$ cat config.mk
export PLATFORM = sky130hd
export DESIGN_NAME = hdmi_tmds_formatter
export DESIGN_NICKNAME = d
export VERILOG_FILES = /design/src/rtl/video_pkg.sv /design/src/rtl/hdmi_tmds_formatter_encoder.sv /design/src/rtl/hdmi_tmds_formatter.sv
export SDC_FILE = /design/constraint.sdc
export NUM_CORES = 1
export LEC_CHECK = 0
export ABC_AREA = 1
export CAP_MARGIN = 0
export CORE_ASPECT_RATIO = 0.75
export CORE_MARGIN = 2
export CORE_UTILIZATION = 39
export DETAILED_ROUTE_END_ITERATION = 8
export GPL_TIMING_DRIVEN = 0
export HOLD_SLACK_MARGIN = 0.08
export PLACE_DENSITY = 0.56
export SLEW_MARGIN = 25
export SYNTH_ARGS = -nofsm -noshare
export SYNTH_HDL_FRONTEND = slang
export SYNTH_SLANG_ARGS = --single-unit
$ cat constraint.sdc
create_clock -name clk_pixel -period 6.5 [get_ports clk_pixel]
set_input_delay 1.3 -clock clk_pixel [delete_from_list [all_inputs] [get_ports clk_pixel]]
set_output_delay 1.3 -clock clk_pixel [all_outputs]
set_load 0.005 [all_outputs]
$ cat src/rtl/video_pkg.sv
// Shared TMDS types, control tokens and the stage-A transition-minimising helper.
package video_pkg;

  typedef logic [9:0]        tmds_sym_t;
  typedef logic signed [4:0] disparity_t;

  localparam tmds_sym_t TMDS_CTRL_00 = 10'b1101010100;
  localparam tmds_sym_t TMDS_CTRL_01 = 10'b0010101011;
  localparam tmds_sym_t TMDS_CTRL_10 = 10'b0101010100;
  localparam tmds_sym_t TMDS_CTRL_11 = 10'b1010101011;

  // Control token selected by {v_sync, h_sync}.
  function automatic tmds_sym_t ctrl_token(input logic [1:0] vh);
    case (vh)
      2'b01:   return TMDS_CTRL_01;
      2'b10:   return TMDS_CTRL_10;
      2'b11:   return TMDS_CTRL_11;
      default: return TMDS_CTRL_00;
    endcase
  endfunction

  // Population count of a byte (0..8).
  function automatic logic [3:0] ones8(input logic [7:0] v);
    logic [3:0] n;
    n = '0;
    for (int i = 0; i < 8; i++) n = n + 4'(v[i]);
    return n;
  endfunction

  // Stage A: XOR/XNOR chain chosen to minimise transitions; bit 8 flags XOR.
  function automatic logic [8:0] stage_a(input logic [7:0] d);
    logic [8:0] q;
    logic [3:0] n1;
    logic       use_xnor;
    n1       = ones8(d);
    use_xnor = (n1 > 4'd4) || ((n1 == 4'd4) && !d[0]);
    q[0]     = d[0];
    for (int i = 1; i < 8; i++) begin
      q[i] = use_xnor ? ~(q[i-1] ^ d[i]) : (q[i-1] ^ d[i]);
    end
    q[8] = ~use_xnor;
    return q;
  endfunction

endpackage

$ cat src/rtl/hdmi_tmds_formatter_encoder.sv
// One TMDS channel: stage A (transition minimising) and stage B (DC balancing)
// with its own running disparity; de/ctrl travel alongside q_m so the
// control and data paths stay delay-matched.
module tmds_channel_encoder
  import video_pkg::*;
(
  input  logic       clk,
  input  logic       rst,
  input  logic [7:0] data,
  input  logic [1:0] ctrl,
  input  logic       de,
  output tmds_sym_t  sym
);

  logic [8:0]       q_m_q;
  logic             de_q;
  logic [1:0]       ctrl_q;
  disparity_t       cnt_q, cnt_d;
  tmds_sym_t        sym_q, sym_d;
  logic [3:0]       n1, n0;
  logic             q8;
  logic signed [5:0] cnt_ext, diff, cnt_ext_d;

  // Stage A register: q_m plus the matching de/ctrl sample.
  // NOTE: sequential state uses non-blocking assignments so every register
  // samples pre-edge values regardless of statement order.
  always_ff @(posedge clk) begin
    // NOTE: reset is synchronous: it is sampled only on the clock edge.
    if (rst) begin
      q_m_q  <= '0;
      de_q   <= 1'b0;
      ctrl_q <= 2'b00;
    end else begin
      q_m_q  <= stage_a(data);
      de_q   <= de;
      ctrl_q <= ctrl;
    end
  end

  // Stage B: choose inversion from running disparity, or emit a control token.
  always_comb begin
    // NOTE: every output gets a default first so no path infers a latch.
    sym_d     = ctrl_token(ctrl_q);
    cnt_ext_d = '0;
    n1        = ones8(q_m_q[7:0]);
    n0        = 4'd8 - n1;
    q8        = q_m_q[8];
    cnt_ext   = {cnt_q[4], cnt_q};
    diff      = $signed({2'b00, n1}) - $signed({2'b00, n0});
    if (de_q) begin
      if ((cnt_q == 5'sd0) || (n1 == n0)) begin
        sym_d     = {~q8, q8, (q8 ? q_m_q[7:0] : ~q_m_q[7:0])};
        cnt_ext_d = q8 ? (cnt_ext + diff) : (cnt_ext - diff);
      end else if (((cnt_q > 5'sd0) && (n1 > n0)) || ((cnt_q < 5'sd0) && (n0 > n1))) begin
        sym_d     = {1'b1, q8, ~q_m_q[7:0]};
        cnt_ext_d = cnt_ext - diff + (q8 ? 6'sd2 : 6'sd0);
      end else begin
        sym_d     = {1'b0, q8, q_m_q[7:0]};
        cnt_ext_d = cnt_ext + diff - (q8 ? 6'sd0 : 6'sd2);
      end
    end
    cnt_d = cnt_ext_d[4:0];
  end

  // Stage B register: symbol and disparity; control periods clear cnt via cnt_d.
  always_ff @(posedge clk) begin
    if (rst) begin
      sym_q <= TMDS_CTRL_00;
      cnt_q <= '0;
    end else begin
      sym_q <= sym_d;
      cnt_q <= cnt_d;
    end
  end

  // Disparity is bounded to +/-8 by construction; anything else is a wrap.
  always_ff @(posedge clk) begin
    if (!rst) begin
      assert ((cnt_ext_d >= -6'sd8) && (cnt_ext_d <= 6'sd8));
    end
  end

  assign sym = sym_q;

endmodule

$ cat src/rtl/hdmi_tmds_formatter.sv
// Video stream to three TMDS symbols per pixel clock: optional input register,
// sync polarity, three channel encoders and the pipeline-filled flag.
module hdmi_tmds_formatter
  import video_pkg::*;
#(
  parameter bit SYNC_INVERT = 1'b0,
  parameter bit INPUT_REG   = 1'b1
) (
  input  logic        clk_pixel,
  input  logic        rst,
  input  logic [23:0] pixel_in,
  input  logic        active_draw_in,
  input  logic        h_sync_in,
  input  logic        v_sync_in,
  output logic [9:0]  tmds_ch0,
  output logic [9:0]  tmds_ch1,
  output logic [9:0]  tmds_ch2,
  output logic        symbols_valid
);

  localparam int LAT = 2 + int'(INPUT_REG);

  logic [23:0] enc_pix;
  logic        enc_de;
  logic [1:0]  enc_vh;
  logic [1:0]  vh_pol;
  logic [LAT-1:0] vld_q;

  assign vh_pol = {v_sync_in, h_sync_in} ^ {2{SYNC_INVERT}};

  if (INPUT_REG) begin : g_in_reg
    logic [23:0] pix_q;
    logic        de_q;
    logic [1:0]  vh_q;

    // Input register: one sample of every input before encoding.
    always_ff @(posedge clk_pixel) begin
      if (rst) begin
        pix_q <= '0;
        de_q  <= 1'b0;
        vh_q  <= 2'b00;
      end else begin
        pix_q <= pixel_in;
        de_q  <= active_draw_in;
        vh_q  <= vh_pol;
      end
    end

    assign enc_pix = pix_q;
    assign enc_de  = de_q;
    assign enc_vh  = vh_q;
  end else begin : g_in_direct
    assign enc_pix = pixel_in;
    assign enc_de  = active_draw_in;
    assign enc_vh  = vh_pol;
  end

  tmds_channel_encoder u_enc_b (
    .clk  (clk_pixel),
    .rst  (rst),
    .data (enc_pix[7:0]),
    .ctrl (enc_vh),
    .de   (enc_de),
    .sym  (tmds_ch0)
  );

  tmds_channel_encoder u_enc_g (
    .clk  (clk_pixel),
    .rst  (rst),
    .data (enc_pix[15:8]),
    .ctrl (2'b00),
    .de   (enc_de),
    .sym  (tmds_ch1)
  );

  tmds_channel_encoder u_enc_r (
    .clk  (clk_pixel),
    .rst  (rst),
    .data (enc_pix[23:16]),
    .ctrl (2'b00),
    .de   (enc_de),
    .sym  (tmds_ch2)
  );

  // Fill marker: a 1 shifts through LAT stages after reset releases.
  always_ff @(posedge clk_pixel) begin
    if (rst) vld_q <= '0;
    else     vld_q <= {vld_q[LAT-2:0], 1'b1};
  end

  assign symbols_valid = vld_q[LAT-1];

endmodule

==> results of run 1 <==
-- layout make-up --
| class | count | area, um2 |
|---|---|---|
| clock buffer | 9 | 225 |
| tap | 210 | 263 |
| inverter | 181 | 679 |
| clock inverter | 7 | 98.8 |
| timing repair buffer | 58 | 581 |
| buffer | 13 | 60.1 |
| fill | 1582 | 8480 |
| multi-input combinational | 523 | 3580 |
| sequential | 105 | 2100 |
-- layout by cell type (no fill, tap or decap), types with 34 or more instances in the layout --
cell | netlist | final
ha_1 | 64 | 64
a21oi_1 | 36 | 36
nand3_1 | 60 | 60
dfxtp_1 | 105 | 105
nor2_1 | 87 | 87
nand2_1 | 114 | 114
o21ai_0 | 34 | 34
clkdlybuf4s50_1 | 0 | 58
inv_1 | 178 | 178
-- worst register-to-register path: stages, from the launching register on --
cell	delay [ns]
dfxtp_1	0.32
ha_1	0.29
inv_1	0.07
fa_1	0.42
fa_1	0.49
fa_1	0.42
fa_1	0.67
nand2_2	0.13
ha_1	0.31
inv_1	0.12
xor2_2	0.23
nand3_1	0.10
nand3_1	0.12
inv_1	0.05
ha_1	0.38
xor2_1	0.32
nand3_1	0.17
nand3_1	0.12
nand2_1	0.06
nand2_1	0.05
nand3b_1	0.10
nand2_1	0.08
inv_1	0.04
-- metal layers --
metal  part of all wire, %  GRT usage, %  vias up
met4                  0.71          3.55        0
li1                      -             -     2681
met1                    57          22.7     2119
met5                     0             0        -
met3                   4.1          3.58        6
met2                    38          22.7       75
-- power groups by stage --
stage	logic (mW)	clock network [mW]	registers [mW]
after floorplan	2.30	0	0.752
after global placement	2.84	0	0.763
after detailed placement	2.85	0	0.763
after CTS	2.86	0.596	0.748
after global routing	3.34	0.624	0.755
final	2.87	0.577	0.748
-- flip-flops by register name, summed over array words and instances (netlist names) --
name            flops
u_enc_r.cnt_q       5
u_enc_b.cnt_q       5
u_enc_r.sym        10
enc_vh              2
enc_de              1
u_enc_b.ctrl_q      2
vld_q               3
u_enc_g.sym        10
u_enc_g.cnt_q       5
u_enc_r.q_m_q       9
enc_pix            24
u_enc_b.q_m_q       9
u_enc_g.q_m_q       9
u_enc_r.de_q        1
u_enc_b.sym        10
-- worst paths after layout --
kind               startpoint           endpoint  slack [ns]
max reg2reg  u_enc_g.q_m_q[0]   u_enc_g.cnt_q[4]        1.33
max          u_enc_g.q_m_q[0]   u_enc_g.cnt_q[4]        1.33
min                 enc_vh[0]  u_enc_b.ctrl_q[0]        0.41
min reg2reg         enc_vh[0]  u_enc_b.ctrl_q[0]        0.41
-- cells by family after synthesis --
logic type | Yosys count | synth area share, %
simple gates | 300 | 20.6
buf+inv | 194 | 11.5
flops | 105 | 32.7
compound gates | 96 | 8.75
fa+ha+maj | 91 | 20.9
xor+xnor | 36 | 5.53
==> flow_summary.json, run 1 <==
{
  "clock-sinks": 105,
  "power_density_nw_per_um2": 553,
  "layout_setup_ws_ns": 1.33,
  "fin_area_um2": 7590,
  "tightest_slew_ns": 0.629,
  "wire_per_inst_um": 11.4,
  "cp_slowest_stage_delay_ns": 0.67,
  "ir_drop_uv": 191,
  "max_slew_margin_pct": 58.0,
  "insertedDiodeCount": 0,
  "min_period_over_period_pct": 79.6,
  "hold_viol": 0,
  "rsz0062_at_grt": "no",
  "worstSetupPathDepth": 22,
  "slew_viol_final": 0,
  "ys.flop_type": "dfxtp_1",
  "start_util_pct": 40.0,
  "switchingPower_mw": 2.08,
  "synthMostInstantiatedCell": "inv_1",
  "netSwitchingFraction_pct": 49.5,
  "layout-drive-gt1-share_pct": 4.24,
  "cts_tree": "done",
  "port_buffers": 58,
  "p_seq_share_pct": 17.8,
  "post_dp_cell_area_um2": 7260,
  "clk_path_buf_depth": 2,
  "dieArea_um2": 17500,
  "drt-vias-per-instance": 4.41,
  "gr-total-overflow": 0,
  "grt.total_usage_pct": 15.4,
  "pre_cts_ws_ns": 1.33,
  "dr.pass1.iters": 5,
  "maxCapViolCount": 0,
  "min-delay-path-class": "reg -> reg",
  "synth_area_leaders": "dfxtp_1 33%, ha_1 12%, inv_1 10%",
  "vias": 4881,
  "syn_area_per_cell_um2": 7.81,
  "holdWs_ns": 0.405,
  "critical_path_required_ns": 6.75,
  "netlist_area_um2": 6420,
  "cts_hold_buf": 0,
  "yosys_warnings": 0,
  "syn-num-nets": 942,
  "crit_buf_inv": 4,
  "coreArea_um2": 16100,
  "ys_seq_area_share_pct": 32.7,
  "dp_cells": 1090,
  "critPathLaunchType": "flip-flop",
  "path_clk_slew_ns": 0.08,
  "arrival_ns": 5.42,
  "grt_pass1_wl_um": 21700,
  "ant_nets": 0,
  "p_leak_nw": 3.74,
  "synth_edf_count": 0,
  "die_y_um": 115,
  "fin_nets": 1011,
  "critPathCaptureType": "flip-flop",
  "slowest_stage": "fa_1",
  "root_buffer": "clkbuf_16",
  "setup_viol": 0,
  "place_congestion": 0.812,
  "numCtsBuffers": 9,
  "worstHoldPathCells": 2,
  "synth_seq_cells": 105,
  "drt_first_iter_violations": 182,
  "instances_no_fill": 1106,
  "timing.critical_path.cells": "ha_1 > inv_1 > fa_1 > fa_1 > fa_1 > fa_1 > nand2_2 > ha_1 > inv_1 > xor2_2 > nand3_1 > nand3_1 > inv_1 > ha_1 > xor2_1 > nand3_1 > nand3_1 > nand2_1 > nand2_1 > nand3b_1 > nand2_1 > inv_1",
  "finalCoreUtilization_pct": 47.2,
  "drc": 0,
  "ys_types": 42,
  "tns_ns": 0,
  "pwr-share-clk_pct": 13.7,
  "internal_power_mw": 2.12,
  "area_growth_syn_to_layout_pct": 18.2,
  "dp_hpwl_um": 10400,
  "yosysTopAreaCell": "dfxtp_1",
  "syn_inst": 822,
  "cpLargestDelayFamily": "adder cells",
  "clock_latency_ns": 0.35,
  "htree_levels": 3,
  "cp_max_fo": 6,
  "async_reset_ff_share_pct": 0,
  "grt_pass1_vias": 4568,
  "synth.top_cell.area_share_pct": 32.7,
  "fin_crit_ns": 5.17,
  "grt_start_max_net_pins": 21,
  "die_x_um": 152,
  "rows": 40,
  "ctsResizeCount": 0,
  "p_total_mw": 4.20,
  "reg2reg_depth": 22,
  "post_cts_buffers": 0,
  "path_class": "reg -> reg",
  "pin_count": 60,
  "antenna_found_initial": 0,
  "synth_common_cells": "178 x inv_1, 114 x nand2_1, 105 x dfxtp_1",
  "drt-total-wl_um": 12600,
  "finClkSkew_ns": 0.00683,
  "status": "complete, no violations",
  "power_frac_comb_pct": 68.4,
  "max_freq_ghz": 0.193
}
No activity file was read; power rests on OpenSTA's default activity.
==> inputs of run 2 (changes only) <==
- clock period: 6.5 -> 4.88 ns (I/O delays scaled with it)
==> run 2 against run 1 <==
Against the previous run: wire length increased by 3.4%; largest cell class unchanged; final cell count increased by 0.72%; die area unchanged; register-to-register slack got worse by 1.2 ns; setup slack got worse by 1.2 ns; maximum frequency increased by 9.8%; critical path depth increased by 1; global-route usage increased by 0.050 points; design area increased by 4.4%; via count increased by 0.92%; sequential share of layout area decreased by 1.0 points.
==> flow_summary.json, run 2 (synthesis gave the netlist of run 1 again) <==
{
  "status": "complete, no violations",
  "dieArea_um2": 17500,
  "drt-vias-per-instance": 4.42,
  "max_freq_ghz": 0.212,
  "insertedDiodeCount": 0,
  "critPathLaunchType": "flip-flop",
  "layout-drive-gt1-share_pct": 11.2,
  "place_congestion": 0.812,
  "maxCapViolCount": 0,
  "layout_commonest_cell": "inv_1",
  "multi_input_area_um2": 3840,
  "pin_count": 60,
  "antenna_found_initial": 0,
  "numCtsBuffers": 9,
  "drt-total-wl_um": 13100,
  "port_buffers": 58,
  "wire_per_inst_um": 11.7,
  "dp_hpwl_um": 10400,
  "drt_first_iter_violations": 184,
  "critPathCaptureType": "flip-flop",
  "nFillCells": 1555,
  "slew_viol_final": 0,
  "hold_viol": 0,
  "min-delay-path-class": "reg -> reg",
  "grt_pass1_vias": 4586,
  "clock-sinks": 105,
  "fin_crit_ns": 4.71,
  "min_period_over_period_pct": 96.5,
  "die_y_um": 115,
  "grt_start_max_net_pins": 21,
  "rows": 40,
  "htree_levels": 3,
  "path_clk_slew_ns": 0.08,
  "coreArea_um2": 16100,
  "fin_nets": 1019,
  "regArea_um2": 2110,
  "cp_max_fo": 6,
  "vias": 4926,
  "die_x_um": 152,
  "setup_viol": 0,
  "ant_nets": 0,
  "area_growth_syn_to_layout_pct": 23.3,
  "largest_reg_flops": 24,
  "root_buffer": "clkbuf_16",
  "mostFrequentLayoutCells": "168 x inv_1, 108 x nand2_1, 99 x dfxtp_1, 87 x nor2_1, 58 x clkdlybuf4s50_1",
  "finClkSkew_ns": 0.00642,
  "clk_path_buf_depth": 2,
  "finalCoreUtilization_pct": 49.3,
  "cts_tree": "done",
  "dr.pass1.iters": 4,
  "grt.total_usage_pct": 15.4,
  "path_class": "reg -> reg",
  "grt_pass1_wl_um": 21800,
  "tightest_slew_ns": 0.623,
  "start_util_pct": 40.0,
  "max_slew_margin_pct": 58.5,
  "gr-total-overflow": 0,
  "drc": 0,
  "arrival_ns": 4.97,
  "critical_path_required_ns": 5.14,
  "clock_latency_ns": 0.35
}
run 2: cell count changes in the layout (fill, tap and decap cells not counted), moves of 8 or more:
cell and delta:
inv_1 -10, inv_2 +10, nand3_2 +13, nand3_1 -13, ha_4 +9, buf_4 +8, ha_1 -9
run 2: final cells by class:
class                      count  area share, %
clock inverter                 7           1.25
tap                          210           3.32
clock buffer                   9           2.84
inverter                     181           8.58
multi-input combinational    523           48.5
timing repair buffer          66           8.09
buffer                        13          0.758
sequential                   105           26.7
run 2: worst paths after layout:
kind                            cells after the start              from  slack [ns]                end
worst max-delay path                               23  u_enc_g.q_m_q[1]        0.17   u_enc_g.cnt_q[4]
worst min-delay path                                2         enc_vh[0]        0.41  u_enc_b.ctrl_q[0]
worst max register to register                     23  u_enc_g.q_m_q[1]        0.17   u_enc_g.cnt_q[4]
worst min register to register                      2         enc_vh[0]        0.41  u_enc_b.ctrl_q[0]
run 2: per-layer routing:
layer	vias up	routed length (um)	GRT usage, %
met4	0	64	3.55
met1	2157	7100	22.7
met3	6	534	3.58
met5	-	0	0
met2	63	5360	22.9
li1	2700	-	-
run 2: repair_timing:
item                       CTS  global route
pin swaps                    7            34
resized for setup           12            53
hold buffers                 0             0
setup endpoints to repair    5             6
buffers inserted             4             4
run 2: worst max-delay path, stage by stage (launching register included):
cell and delay (ns):
dfxtp_2 0.34, ha_4 0.26, inv_2 0.03, fa_1 0.47, fa_1 0.55, fa_2 0.39, fa_2 0.58, nand2_4 0.08
ha_4 0.28, inv_2 0.04, xor2_2 0.12, nand3_1 0.10, nand3_2 0.11, inv_2 0.05, ha_4 0.26, o21bai_1 0.17
and2_4 0.17, inv_1 0.07, nand3_2 0.11, nand3_2 0.09, nand2_1 0.04, nand3b_1 0.18, nand2_1 0.08, inv_1 0.04
run 2: through the flow:
| stage | cells | cell area [um2] | hold WS (ns) | TNS, ns | setup WS (ns) |
|---|---|---|---|---|---|
| global route | 1114 | 7920 | 0.427 | -0.0745 | -0.0359 |
| global placement | 1090 | 7260 | 0.391 | -0.761 | -0.267 |
| floorplan | 822 | 6420 | 0.388 | 0 | 0.168 |
| detailed placement | 1090 | 7260 | 0.393 | -0.877 | -0.292 |
| CTS | 1110 | 7670 | 0.404 | 0 | 0.00129 |
| finish | 1114 | 7920 | 0.405 | 0 | 0.170 |
Power of run 2 is not shown: default switching activity piles up to over one toggle a cycle in this logic, so the estimate is an artifact.
==> inputs of run 3 (changes only) <==
- DONT_BUFFER_PORTS: not set -> 1
- PLACE_DENSITY: 0.56 -> 0.51
- SKIP_CTS_REPAIR_TIMING: not set -> 1
==> run 3 against run 2 <==
Against the previous run: non-clock buffer count shrank 53; critical path depth is the same; design area shrank 7.4%; first-iteration DRC count grew 23%; largest cell class unchanged; via count grew 1.8%; register-to-register slack lost 0.09 ns; sequential share of layout area grew 2.0 points; critical endpoint unchanged; clock skew grew 0.0071 ns; maximum frequency shrank 2.0%; flip-flop and latch count is the same; utilization shrank 3.6 points; worst hold slack gained 0.0080 ns.
==> flow_summary.json, run 3 (synthesis gave the netlist of run 1 again) <==
{
  "die_x_um": 152,
  "htree_levels": 3,
  "clock_latency_ns": 0.36,
  "dp_hpwl_um": 10900,
  "slew_viol_final": 0,
  "status": "complete, no violations",
  "gr-total-overflow": 0,
  "arrival_ns": 5.05,
  "clk_path_buf_depth": 2,
  "startpoint": "u_enc_g.q_m_q[1]",
  "rsz0062_at_grt": "yes",
  "wire_per_inst_um": 13.0,
  "mostFrequentLayoutCells": "168 x inv_1, 109 x nand2_1, 102 x dfxtp_1, 87 x nor2_1, 57 x ha_1",
  "root_buffer": "clkbuf_16",
  "drc": 0,
  "fin_nets": 966,
  "layout-drive-gt1-share_pct": 11.4,
  "antenna_found_initial": 0,
  "slowest_stage": "fa_2",
  "cp_slowest_stage_delay_ns": 0.62,
  "layout_commonest_cell": "inv_1",
  "drt_first_iter_violations": 227,
  "die_y_um": 115,
  "worstHoldStart": "enc_vh[0]",
  "area_growth_syn_to_layout_pct": 14.2,
  "max_slew_margin_pct": 58.4,
  "dr.pass1.iters": 4,
  "clock-sinks": 105,
  "critPathLaunchType": "flip-flop",
  "r2r_start": "u_enc_g.q_m_q[1]",
  "timing.critical_path.cells": "ha_4 > inv_2 > fa_1 > fa_1 > fa_2 > fa_2 > nand2_4 > ha_4 > inv_4 > xor2_4 > nand3_2 > nand3_4 > inv_2 > ha_4 > buf_6 > a31oi_4 > nand3_2 > nand2_1 > nand2_1 > nand3b_1 > nand3b_1 > nand2_1 > inv_1",
  "largest_reg_flops": 24,
  "dieArea_um2": 17500,
  "start_util_pct": 40.0,
  "critical_path_required_ns": 5.13,
  "numCtsBuffers": 9,
  "insertedDiodeCount": 0,
  "drt-total-wl_um": 13800,
  "max_freq_ghz": 0.208,
  "pin_count": 60,
  "place_congestion": 0.852,
  "ant_nets": 0,
  "grt_start_max_net_pins": 21,
  "setup_viol": 0,
  "pre_cts_ws_ns": -0.333,
  "critPathCaptureType": "flip-flop",
  "grt_pass1_wl_um": 22500,
  "min-delay-path-class": "reg -> reg",
  "path_class": "reg -> reg",
  "cp_max_fo": 6,
  "layout_setup_ws_ns": 0.0763,
  "nFillCells": 1550,
  "port_buffers": 0,
  "path_clk_slew_ns": 0.07,
  "min_period_over_period_pct": 98.4,
  "drt-vias-per-instance": 4.73,
  "grt_pass1_vias": 4747,
  "finClkSkew_ns": 0.0135,
  "coreArea_um2": 16100,
  "rows": 40,
  "hold_viol": 0,
  "cts_tree": "done",
  "tightest_slew_ns": 0.619,
  "fin_crit_ns": 4.80,
  "maxCapViolCount": 0,
  "vias": 5016,
  "tns_ns": 0,
  "grt.total_usage_pct": 15.8
}
[run 3: changes by cell type in the layout (fill, tap and decap cells not counted), sizes merged]
cell | previous run | this run
clkinv | 3 | 1
inv | 183 | 185
clkbuf | 19 | 20
clkdlybuf4s50 | 58 | 0
bufinv | 1 | 0
buf | 11 | 16
[run 3: path summary, 6_finish.rpt]
| check | cells after the start | slack [ns] | end |
|---|---|---|---|
| max | 23 | 0.08 | u_enc_g.cnt_q[4] |
| min | 2 | 0.41 | u_enc_b.ctrl_q[0] |
| max reg2reg | 23 | 0.08 | u_enc_g.cnt_q[4] |
| min reg2reg | 2 | 0.41 | u_enc_b.ctrl_q[0] |
[run 3: critical path, delay by kind of cell, from the launching register on]
kind | cells | cell delay, ns
adder cells (fa/ha/maj) | 7 | 2.80
AND/OR/NAND/NOR | 9 | 0.80
flip-flops | 1 | 0.34
buffers and inverters | 5 | 0.31
AO/OA/AOI/OAI | 1 | 0.22
XOR/XNOR | 1 | 0.21
[run 3: metal layers]
metal / wire [um] / track usage, %
met2: 6230 / 25.3
met3: 498 / 3.51
met1: 6970 / 21.8
met5: 0 / 0
met4: 138 / 4.11
[run 3: layout make-up]
| type | instances | area, um2 | share of cell area [%] |
|---|---|---|---|
| well taps | 210 | 263 | 3.58 |
| inverters | 181 | 682 | 9.30 |
| flip-flops and latches | 105 | 2110 | 28.7 |
| plain buffers | 13 | 60.1 | 0.819 |
| clock buffers | 10 | 239 | 3.26 |
| clock inverters | 6 | 66.3 | 0.904 |
| repair buffers | 13 | 101 | 1.38 |
| multi-input cells | 523 | 3820 | 52.1 |
[run 3: per-stage QoR]
step	instance area, um2	utilization [%]	hold slack (ns)	std cells
floorplan	6420	-	0.388	822
global placement	6680	41.6	0.400	1032
detailed placement	6680	41.6	0.402	1032
CTS	6990	43.5	0.414	1048
global route	7340	45.7	0.429	1061
finish	7340	45.7	0.413	1061
Power of run 3 is left out for the same reason.
